<file path="src/rtl/uart_mem_host.sv">
// -----------------------------------------------------------------------------
// uart_mem_host
//
// Initiator side of the UART memory-access protocol. A local command port
// accepts either a single-word write or an inclusive address-range read. The
// command is serialized, least-significant byte first, into UART byte frames:
//
//   write (8 bytes): 0x0F, addr lo, addr hi, {4'b0, wstrb}, wdata b0..b3
//   read  (5 bytes): 0xFF, end lo, end hi, start lo, start hi
//
// For reads the responder streams back 4 bytes per word; they are reassembled
// into 32-bit words and presented with their byte address on rd_*. A gap of
// TIMEOUT_CYCLES clk cycles between response bytes aborts the read with err.
//
// Ports:
//   clk, rst          system clock, synchronous active-high reset
//   cmd_valid/ready   command handshake (ready is high only while idle)
//   cmd_write         1 = write, 0 = read
//   cmd_addr          write address / read start address
//   cmd_addr_end      read end address (inclusive), ignored for writes
//   cmd_wstrb         byte enables, ignored for reads
//   cmd_wdata         write data, ignored for reads
//   tx_data/tx_start  byte and one-cycle launch pulse to the UART TX
//   tx_done           one-cycle pulse from the UART TX when a byte is sent
//   rx_data/rx_valid  received byte and its one-cycle valid pulse
//   rd_valid          one-cycle pulse with a reassembled word
//   rd_data/rd_addr   reassembled word and its address (held until next word)
//   done              one-cycle pulse when a command completes
//   err               one-cycle pulse when a read is rejected or times out
// -----------------------------------------------------------------------------
module uart_mem_host #(
  parameter int ADDR_WIDTH     = 16,
  parameter int TIMEOUT_CYCLES = 1000000
) (
  input  logic                  clk,
  input  logic                  rst,
  input  logic                  cmd_valid,
  output logic                  cmd_ready,
  input  logic                  cmd_write,
  input  logic [ADDR_WIDTH-1:0] cmd_addr,
  input  logic [ADDR_WIDTH-1:0] cmd_addr_end,
  input  logic [3:0]            cmd_wstrb,
  input  logic [31:0]           cmd_wdata,
  output logic [7:0]            tx_data,
  output logic                  tx_start,
  input  logic                  tx_done,
  input  logic [7:0]            rx_data,
  input  logic                  rx_valid,
  output logic                  rd_valid,
  output logic [31:0]           rd_data,
  output logic [ADDR_WIDTH-1:0] rd_addr,
  output logic                  done,
  output logic                  err
);

  // Word counter is one bit narrower than the address: the largest possible
  // range (0x0000..0xFFFC for 16-bit addresses) holds 2^(ADDR_WIDTH-2) words.
  localparam int CNT_W  = ADDR_WIDTH - 1;
  localparam int IDLE_W = $clog2(TIMEOUT_CYCLES + 1);
  localparam logic [IDLE_W-1:0] IDLE_LAST = IDLE_W'(TIMEOUT_CYCLES - 1);

  typedef enum logic [2:0] {
    IDLE,
    LOAD,
    WAIT_TX,
    RECV,
    FIN,
    ERR
  } state_t;

  state_t                state_reg;
  logic [63:0]           frame_reg;       // outgoing frame, byte 0 in [7:0]
  logic [2:0]            byte_cnt_reg;    // frame bytes left after the current one
  logic                  is_write_reg;
  logic [ADDR_WIDTH-1:0] cur_addr_reg;    // address of the word being received
  logic [CNT_W-1:0]      words_left_reg;
  logic [1:0]            byte_idx_reg;    // byte position within current word
  logic [31:0]           word_reg;
  logic [IDLE_W-1:0]     idle_cnt_reg;

  logic                  cmd_ready_reg;
  logic [7:0]            tx_data_reg;
  logic                  tx_start_reg;
  logic                  rd_valid_reg;
  logic [31:0]           rd_data_reg;
  logic [ADDR_WIDTH-1:0] rd_addr_reg;
  logic                  done_reg;
  logic                  err_reg;

  assign cmd_ready = cmd_ready_reg;
  assign tx_data   = tx_data_reg;
  assign tx_start  = tx_start_reg;
  assign rd_valid  = rd_valid_reg;
  assign rd_data   = rd_data_reg;
  assign rd_addr   = rd_addr_reg;
  assign done      = done_reg;
  assign err       = err_reg;

  // ---------------------------------------------------------------------------
  // Frame construction from the live command inputs (latched on accept)
  // ---------------------------------------------------------------------------
  logic [15:0] addr_w;
  logic [15:0] end_w;
  logic [63:0] write_frame;
  logic [63:0] read_frame;

  // The wire always carries a 16-bit address field.
  assign addr_w = 16'(cmd_addr);
  assign end_w  = 16'(cmd_addr_end);

  assign write_frame[7:0]   = 8'h0F;
  assign write_frame[23:8]  = addr_w;
  assign write_frame[31:24] = {4'b0000, cmd_wstrb};

  generate
    for (genvar gi = 0; gi < 4; gi++) begin : g_wdata_bytes
      assign write_frame[32 + 8*gi +: 8] = cmd_wdata[8*gi +: 8];
    end
  endgenerate

  assign read_frame = {24'h000000, addr_w, end_w, 8'hFF};

  // ---------------------------------------------------------------------------
  // Read validation and word count, evaluated on the accepting cycle
  // ---------------------------------------------------------------------------
  logic                  rd_reject;
  logic [ADDR_WIDTH-1:0] span;
  logic [CNT_W-1:0]      n_words;

  assign rd_reject = !cmd_write &&
                     ((cmd_addr[1:0] != 2'b00) ||
                      (cmd_addr_end[1:0] != 2'b00) ||
                      (cmd_addr_end < cmd_addr));
  assign span      = cmd_addr_end - cmd_addr;
  assign n_words   = CNT_W'(span >> 2) + CNT_W'(1);

  // Incoming byte lands in the top of the word; after four bytes the first
  // received byte has walked down to [7:0].
  logic [31:0] word_shift;
  assign word_shift = {rx_data, word_reg[31:8]};

  // ---------------------------------------------------------------------------
  // Control FSM with registered outputs
  // ---------------------------------------------------------------------------
  always_ff @(posedge clk) begin
    if (rst) begin
      state_reg      <= IDLE;
      frame_reg      <= '0;
      byte_cnt_reg   <= '0;
      is_write_reg   <= 1'b0;
      cur_addr_reg   <= '0;
      words_left_reg <= '0;
      byte_idx_reg   <= '0;
      word_reg       <= '0;
      idle_cnt_reg   <= '0;
      cmd_ready_reg  <= 1'b1;
      tx_data_reg    <= '0;
      tx_start_reg   <= 1'b0;
      rd_valid_reg   <= 1'b0;
      rd_data_reg    <= '0;
      rd_addr_reg    <= '0;
      done_reg       <= 1'b0;
      err_reg        <= 1'b0;
    end else begin
      // Pulse outputs default low every cycle.
      tx_start_reg <= 1'b0;
      rd_valid_reg <= 1'b0;
      done_reg     <= 1'b0;
      err_reg      <= 1'b0;

      case (state_reg)
        IDLE: begin
          if (cmd_valid) begin
            cmd_ready_reg  <= 1'b0;
            is_write_reg   <= cmd_write;
            frame_reg      <= cmd_write ? write_frame : read_frame;
            byte_cnt_reg   <= cmd_write ? 3'd7 : 3'd4;
            cur_addr_reg   <= cmd_addr;
            words_left_reg <= n_words;
            byte_idx_reg   <= '0;
            word_reg       <= '0;
            idle_cnt_reg   <= '0;
            if (rd_reject) begin
              // err is raised on entry so it appears the cycle after accept.
              err_reg   <= 1'b1;
              state_reg <= ERR;
            end else begin
              state_reg <= LOAD;
            end
          end
        end

        LOAD: begin
          tx_data_reg  <= frame_reg[7:0];
          tx_start_reg <= 1'b1;
          state_reg    <= WAIT_TX;
        end

        WAIT_TX: begin
          if (tx_done) begin
            if (byte_cnt_reg != 3'd0) begin
              frame_reg    <= frame_reg >> 8;
              byte_cnt_reg <= byte_cnt_reg - 3'd1;
              state_reg    <= LOAD;
            end else if (is_write_reg) begin
              state_reg <= FIN;
            end else begin
              state_reg    <= RECV;
              idle_cnt_reg <= '0;
              // A response byte may already arrive on the very cycle the last
              // request byte completes; it is the first byte of word 0.
              if (rx_valid) begin
                word_reg     <= word_shift;
                byte_idx_reg <= 2'd1;
              end
            end
          end
        end

        RECV: begin
          if (rx_valid) begin
            idle_cnt_reg <= '0;
            word_reg     <= word_shift;
            byte_idx_reg <= byte_idx_reg + 2'd1;
            if (byte_idx_reg == 2'd3) begin
              rd_valid_reg   <= 1'b1;
              rd_data_reg    <= word_shift;
              rd_addr_reg    <= cur_addr_reg;
              cur_addr_reg   <= cur_addr_reg + ADDR_WIDTH'(4);
              words_left_reg <= words_left_reg - CNT_W'(1);
              if (words_left_reg == CNT_W'(1)) begin
                state_reg <= FIN;
              end
            end
          end else if (idle_cnt_reg == IDLE_LAST) begin
            // Responder went silent; any partial word is dropped.
            err_reg   <= 1'b1;
            state_reg <= ERR;
          end else begin
            idle_cnt_reg <= idle_cnt_reg + IDLE_W'(1);
          end
        end

        FIN: begin
          // One cycle after the final rd_valid (or final tx_done for writes).
          done_reg      <= 1'b1;
          cmd_ready_reg <= 1'b1;
          state_reg     <= IDLE;
        end

        ERR: begin
          cmd_ready_reg <= 1'b1;
          state_reg     <= IDLE;
        end

        default: begin
          cmd_ready_reg <= 1'b1;
          state_reg     <= IDLE;
        end
      endcase
    end
  end

endmodule

</file>
<file path="config.mk">
export PLATFORM = sky130hd
export DESIGN_NAME = uart_mem_host
export DESIGN_NICKNAME = d
export VERILOG_FILES = /design/src/rtl/uart_mem_host.sv
export SDC_FILE = /design/constraint.sdc
export NUM_CORES = 1
export LEC_CHECK = 0
export ABC_CLOCK_PERIOD_IN_PS = 8400
export CORE_MARGIN = 2
export CORE_UTILIZATION = 59
export CTS_BUF_LIST = sky130_fd_sc_hd__clkbuf_16
export CTS_CLUSTER_DIAMETER = 80
export CTS_CLUSTER_SIZE = 28
export DETAILED_ROUTE_END_ITERATION = 12
export PLACE_DENSITY = 0.93
export SLEW_MARGIN = 25
export SYNTH_ARGS = -nofsm -noshare
export SYNTH_HDL_FRONTEND = slang
export SYNTH_SLANG_ARGS = --single-unit
</file>
<file path="constraint.sdc">
create_clock -name clk -period 8.4 [get_ports clk]
set_clock_uncertainty 0.05 [all_clocks]
set_input_delay 2.52 -clock clk [delete_from_list [all_inputs] [get_ports clk]]
set_output_delay 2.52 -clock clk [all_outputs]
set_load 0.01 [all_outputs]
</file>
# == After elaboration in Yosys (flattened, before gate mapping) ==
# Index checks and enable logic that the tools add are counted.
# W data, S select, Z words.
# totals
output_inout_bits,61
in_bits,82
reg_bits,217
wordCells,127
# op_classes
eq_ne,19
n_lt_le_gt_ge,1
mux,58
n_reduce_logical,22
add_sub_neg,7
bitwise_logic,3
# ops
operator,count
$mux W64,4
$mux W32,5
$pmux W64 S2,1
$mux W20,6
$pmux W32 S3,1
$pmux W20 S3,1
$mux W16,3
$mux W15,3
$mux W3,12
$pmux W16 S2,1
$pmux W15 S2,1
$add A20 B1 Y20 const B,1
$eq A20 B20 Y1 const B,1
$add A16 B3 Y16 const B,1
$lt A16 B16 Y1,1
$ne A2 B2 Y1 const B,8
$sub A16 B16 Y16,1
$add A14 B1 Y15 const B,1
$eq A15 B1 Y1 const B,1
$sub A15 B1 Y15 const B,1
$mux W2,7
$ne A3 B3 Y1 const B,4
$pmux W3 S4,1
$reduce_and A5 Y1,2
23 further kinds,42

# == Longest topological paths before layout ==
# logic_depth
ltp_word,7
depth_mapped,12
depth_no_buf,12

# == Least setup slack after synthesis ==
# No wires, ideal clock.
# synth_path
path_kind,input-to-reg
from,in cmd_addr[2]
to,reg words_left_reg[14]
stages,11
setup_slack_ps,3000
arrival_ps,5280
setup_time_ps,70
n_path_buf,1
required_ps,8280
cell_sequence,inv_1 > ha_1 > o21a_1 > nor2_1 > nor3_2 > or3_1 > or3_1 > buf_2 > or4_4 > or4_1 > a21oi_1
# synth_via
elab_chain_len,4
# synth_rtl
item,line_no,source
from (decl),40,"input logic [ADDR_WIDTH-1:0] cmd_addr,"
$sub A16 B16 Y16,134,assign span = cmd_addr_end - cmd_addr;
$add A14 B1 Y15,135,assign n_words = CNT_W'(span >> 2) + CNT_W'(1);
$mux W15,173,if (cmd_valid) begin
$pmux W15 S2,171,case (state_reg)
to (signal assigned),179,words_left_reg <= n_words;
to (signal assigned),230,words_left_reg <= words_left_reg - CNT_W'(1);
to (decl),76,logic [CNT_W-1:0] words_left_reg;
# No other way between the ends. The select of a mux whose other input is x is not followed.
# A chain may end at the register's enable or synchronous reset.

# == Worst setup path after layout ==
# layout_path
from,in cmd_addr[4]
to,reg words_left_reg[13]
# Same word-level chain as after synthesis.

==> run summary <==
CTS sink count -> 209
Worst vdd ir -> 0.207 mV
Pwr Density -> 191 nW/um2
Fin cells -> 1621
Sequential area share after synthesis -> 40.7%
Initial antenna violation count -> 0
Critical path class -> in2reg
Sw Pwr -> 749 uW
Clock-pin slew on the worst setup and hold paths -> 0.11 ns
DIE WIDTH -> 136 um
Final net count -> 1497
Die area -> 18500 um2
Post-synth EDFFs -> 0
Final Slew Violations -> 0
Resized cells post-CTS -> 0
Final core occ -> 70.5%
Number of cell rows -> 48
Status -> completed
Setup crit end kind -> flip-flop
# setup viols final -> 0
Slowest CP cell -> a2111oi_0
TritonCTS clock tree -> yes
IO Port Bufs -> 142
Die Y -> 136 um
Rel. slew slack -> 23.9%
Initial Utilization -> 59.8%
Share of cells above drive strength 1 -> 4.23%
Fin area -> 12100 um2
Total vias in the final route -> 10100
Min Clock Period, post-route -> 5.81 ns
CTS max path bufs -> 3
CTS Buf Count -> 13
Clock latency on the worst-skew pair -> 0.50 ns
Crit start category -> input pin
Primary FF master, synth -> dfxtp_1
Total routed wirelength -> 29300 um
CP bufs+invs -> 2
CP max stage delay -> 0.88 ns
Remaining global-route overflow -> 0
YS warnings -> 0
Number of cells produced by synthesis -> 1323
Placed insts -> 1602
Iteration-0 DRC Markers -> 834
Slew at the pin closest to its max-slew limit -> 1.11 ns
Sequential power share -> 48.4%
Largest net degree at the start of global routing -> 98
Syn Nets -> 1428
WP data arrival -> 6.14 ns
Number of global-route vias before repair -> 9377
Unrepaired setup endpoints after global routing -> no
RePlAce Congestion -> 0.998
Setup_tns -> 0 ns
Synthesized area per cell -> 7.76 um2
P_leak -> 0.00421 uW
Max FFs per register -> 64
Antenna cells -> 0
Max Cap Violations -> 0
CP top delay family -> compound AO/OA/AOI/OAI gates
Synth-to-Final Area Change -> 17.8%
Distinct cells, synth -> 71
Final Cycle Share -> 69.2%
Cells along the critical path -> clkdlybuf4s50_1, inv_1, ha_1, and2_1, or3_1, a2111oi_0, nand4b_1, a211oi_1, and4bb_2, xor2_1, o22ai_1
Drc violations -> 0
Pre-Repair DR Iteration Count -> 5
Syn Std Cell Area -> 10300 um2
Async S/R FF share, synth -> 0%
Routed Antenna Nets -> 0
Mean routed wirelength per cell -> 18.1 um
Clk root buf -> clkbuf_16
Max Clk Rate -> 172 MHz
Final Hold Viols -> 0
Total GRT Usage -> 31.4%
Sw Ratio -> 32.4%
Clock Power Share -> 29.5%
First-pass GRT wire length -> 46800 um
Synth Register Bits -> 209
Int Power -> 1560 uW
# Post-CTS Setup Buffers -> 0
Hold Path Class -> reg2reg
Floorplan core area -> 17200 um2
Hold-fix buffers at CTS -> 0
Hpwl dp -> 20800 um
Vias per inst -> 6.21
# fillers -> 1343
Placed Area -> 11700 um2
Gate power share -> 22.1%
Critical path fanouts, max -> 7
I/O pins -> 143
Total power draw -> 2310 uW
H-Tree Depth -> 1
Data required time at the worst endpoint -> 8.73 ns
==> cell usage in the layout, fill, tap and decap left out, drive strengths merged, types with 18 or more instances in the layout <==
cell / n
a311oi: 18
nor3: 27
a21oi: 164
dfxtp: 209
xnor2: 21
a211oi: 30
ha: 23
o21ai: 45
nand2: 249
nor2: 90
mux2i: 28
o211ai: 41
clkdlybuf4s50: 140
nand3: 80
inv: 36
==> area by class of cell <==
type | instances | area (um2) | share of cell area, %
Sequential cell | 209 | 4180 | 34.6
Multi-Input combinational cell | 982 | 5590 | 46.2
Clock inverter | 6 | 90.1 | 0.744
Inverter | 32 | 120 | 0.993
Timing Repair Buffer | 154 | 1510 | 12.5
Clock buffer | 13 | 325 | 2.69
Tap cell | 225 | 282 | 2.33
==> worst paths after layout <==
| path | start | endpoint | depth (start not counted) | slack (ns) |
|---|---|---|---|---|
| max | cmd_addr[4] | words_left_reg[13]$_SDFFE_PP0P_ | 11 | 2.59 |
| min | word_reg[13]$_SDFFE_PP0P_ | rd_data[5]$_SDFFE_PP0P_ | 2 | 0.41 |
| max reg2reg | state_reg[1]$_SDFFE_PP0P_ | rd_data[8]$_SDFFE_PP0P_ | 8 | 4.93 |
| min reg2reg | word_reg[13]$_SDFFE_PP0P_ | rd_data[5]$_SDFFE_PP0P_ | 2 | 0.41 |
==> worst reg2reg max path, stage by stage (launching register included) <==
cell,delay [ns]
dfxtp_1,0.61
nor2b_1,0.21
buf_4,0.31
and2_1,0.24
buf_4,0.39
and3_1,0.88
buf_4,0.43
nand2_1,0.10
a21oi_1,0.16
==> per-layer routing <==
layer	vias up	wire length (um)	track usage, %
met1	4750	12100	41.5
met2	432	14100	52.7
met4	0	1020	10.9
met3	80	2120	4.33
met5	-	0	0
li1	4806	-	-
==> cells by family (layout without fill, tap and decap cells) <==
family | after synthesis | after routing | share of synthesized area, %
buffers and inverters | 132 | 205 | 5.17
adders and majority gates | 23 | 23 | 2.80
AOI/OAI and AO/OA | 358 | 358 | 21.7
xor gates and xnor gates | 35 | 35 | 2.98
DFF | 209 | 209 | 40.7
muxes | 28 | 28 | 2.73
and+or+nand+nor | 538 | 538 | 23.8
==> power groups by stage <==
stage,clock network [uW],registers [uW],logic [uW]
5_1_grt,722,1130,565
3_3_place_gp,0,1130,488
6_report,682,1120,512
3_5_place_dp,0,1140,499
2_1_floorplan,0,1120,362
4_1_cts,686,1120,502
==> cells in the mapped netlist (5+ instances only) <==
master / count / share of area [%]
nand2b_1: 6 / 0.37
nand2_1: 249 / 9.1
o21a_1: 7 / 0.51
xor2_1: 14 / 1.2
a211oi_1: 30 / 2.2
nor2_1: 90 / 3.3
nor4_1: 11 / 0.67
nand4_1: 7 / 0.43
a21oi_1: 164 / 8.0
o21ai_0: 43 / 2.1
buf_1: 6 / 0.22
or3_1: 14 / 0.85
nand3_1: 80 / 3.9
and2_1: 10 / 0.61
dfxtp_1: 209 / 41
mux2i_1: 28 / 2.7
ha_1: 23 / 2.8
inv_1: 32 / 1.2
nor2b_1: 5 / 0.30
and3_1: 9 / 0.55
nor3_1: 26 / 1.3
o211ai_1: 41 / 3.0
o22ai_1: 11 / 0.67
a311oi_1: 18 / 1.5
clkbuf_1: 88 / 3.2
xnor2_1: 21 / 1.8
a31oi_1: 5 / 0.30
==> per-stage QoR <==
stage | hold WS, ns | worst slack [ns]
5_1_grt | 0.423 | 2.45
3_3_place_gp | 0.389 | 2.32
2_1_floorplan | 0.382 | 3.00
4_1_cts | 0.409 | 2.64
3_5_place_dp | 0.395 | 2.12
6_report | 0.407 | 2.59
Note: power is estimated with default switching activity, not from simulation.
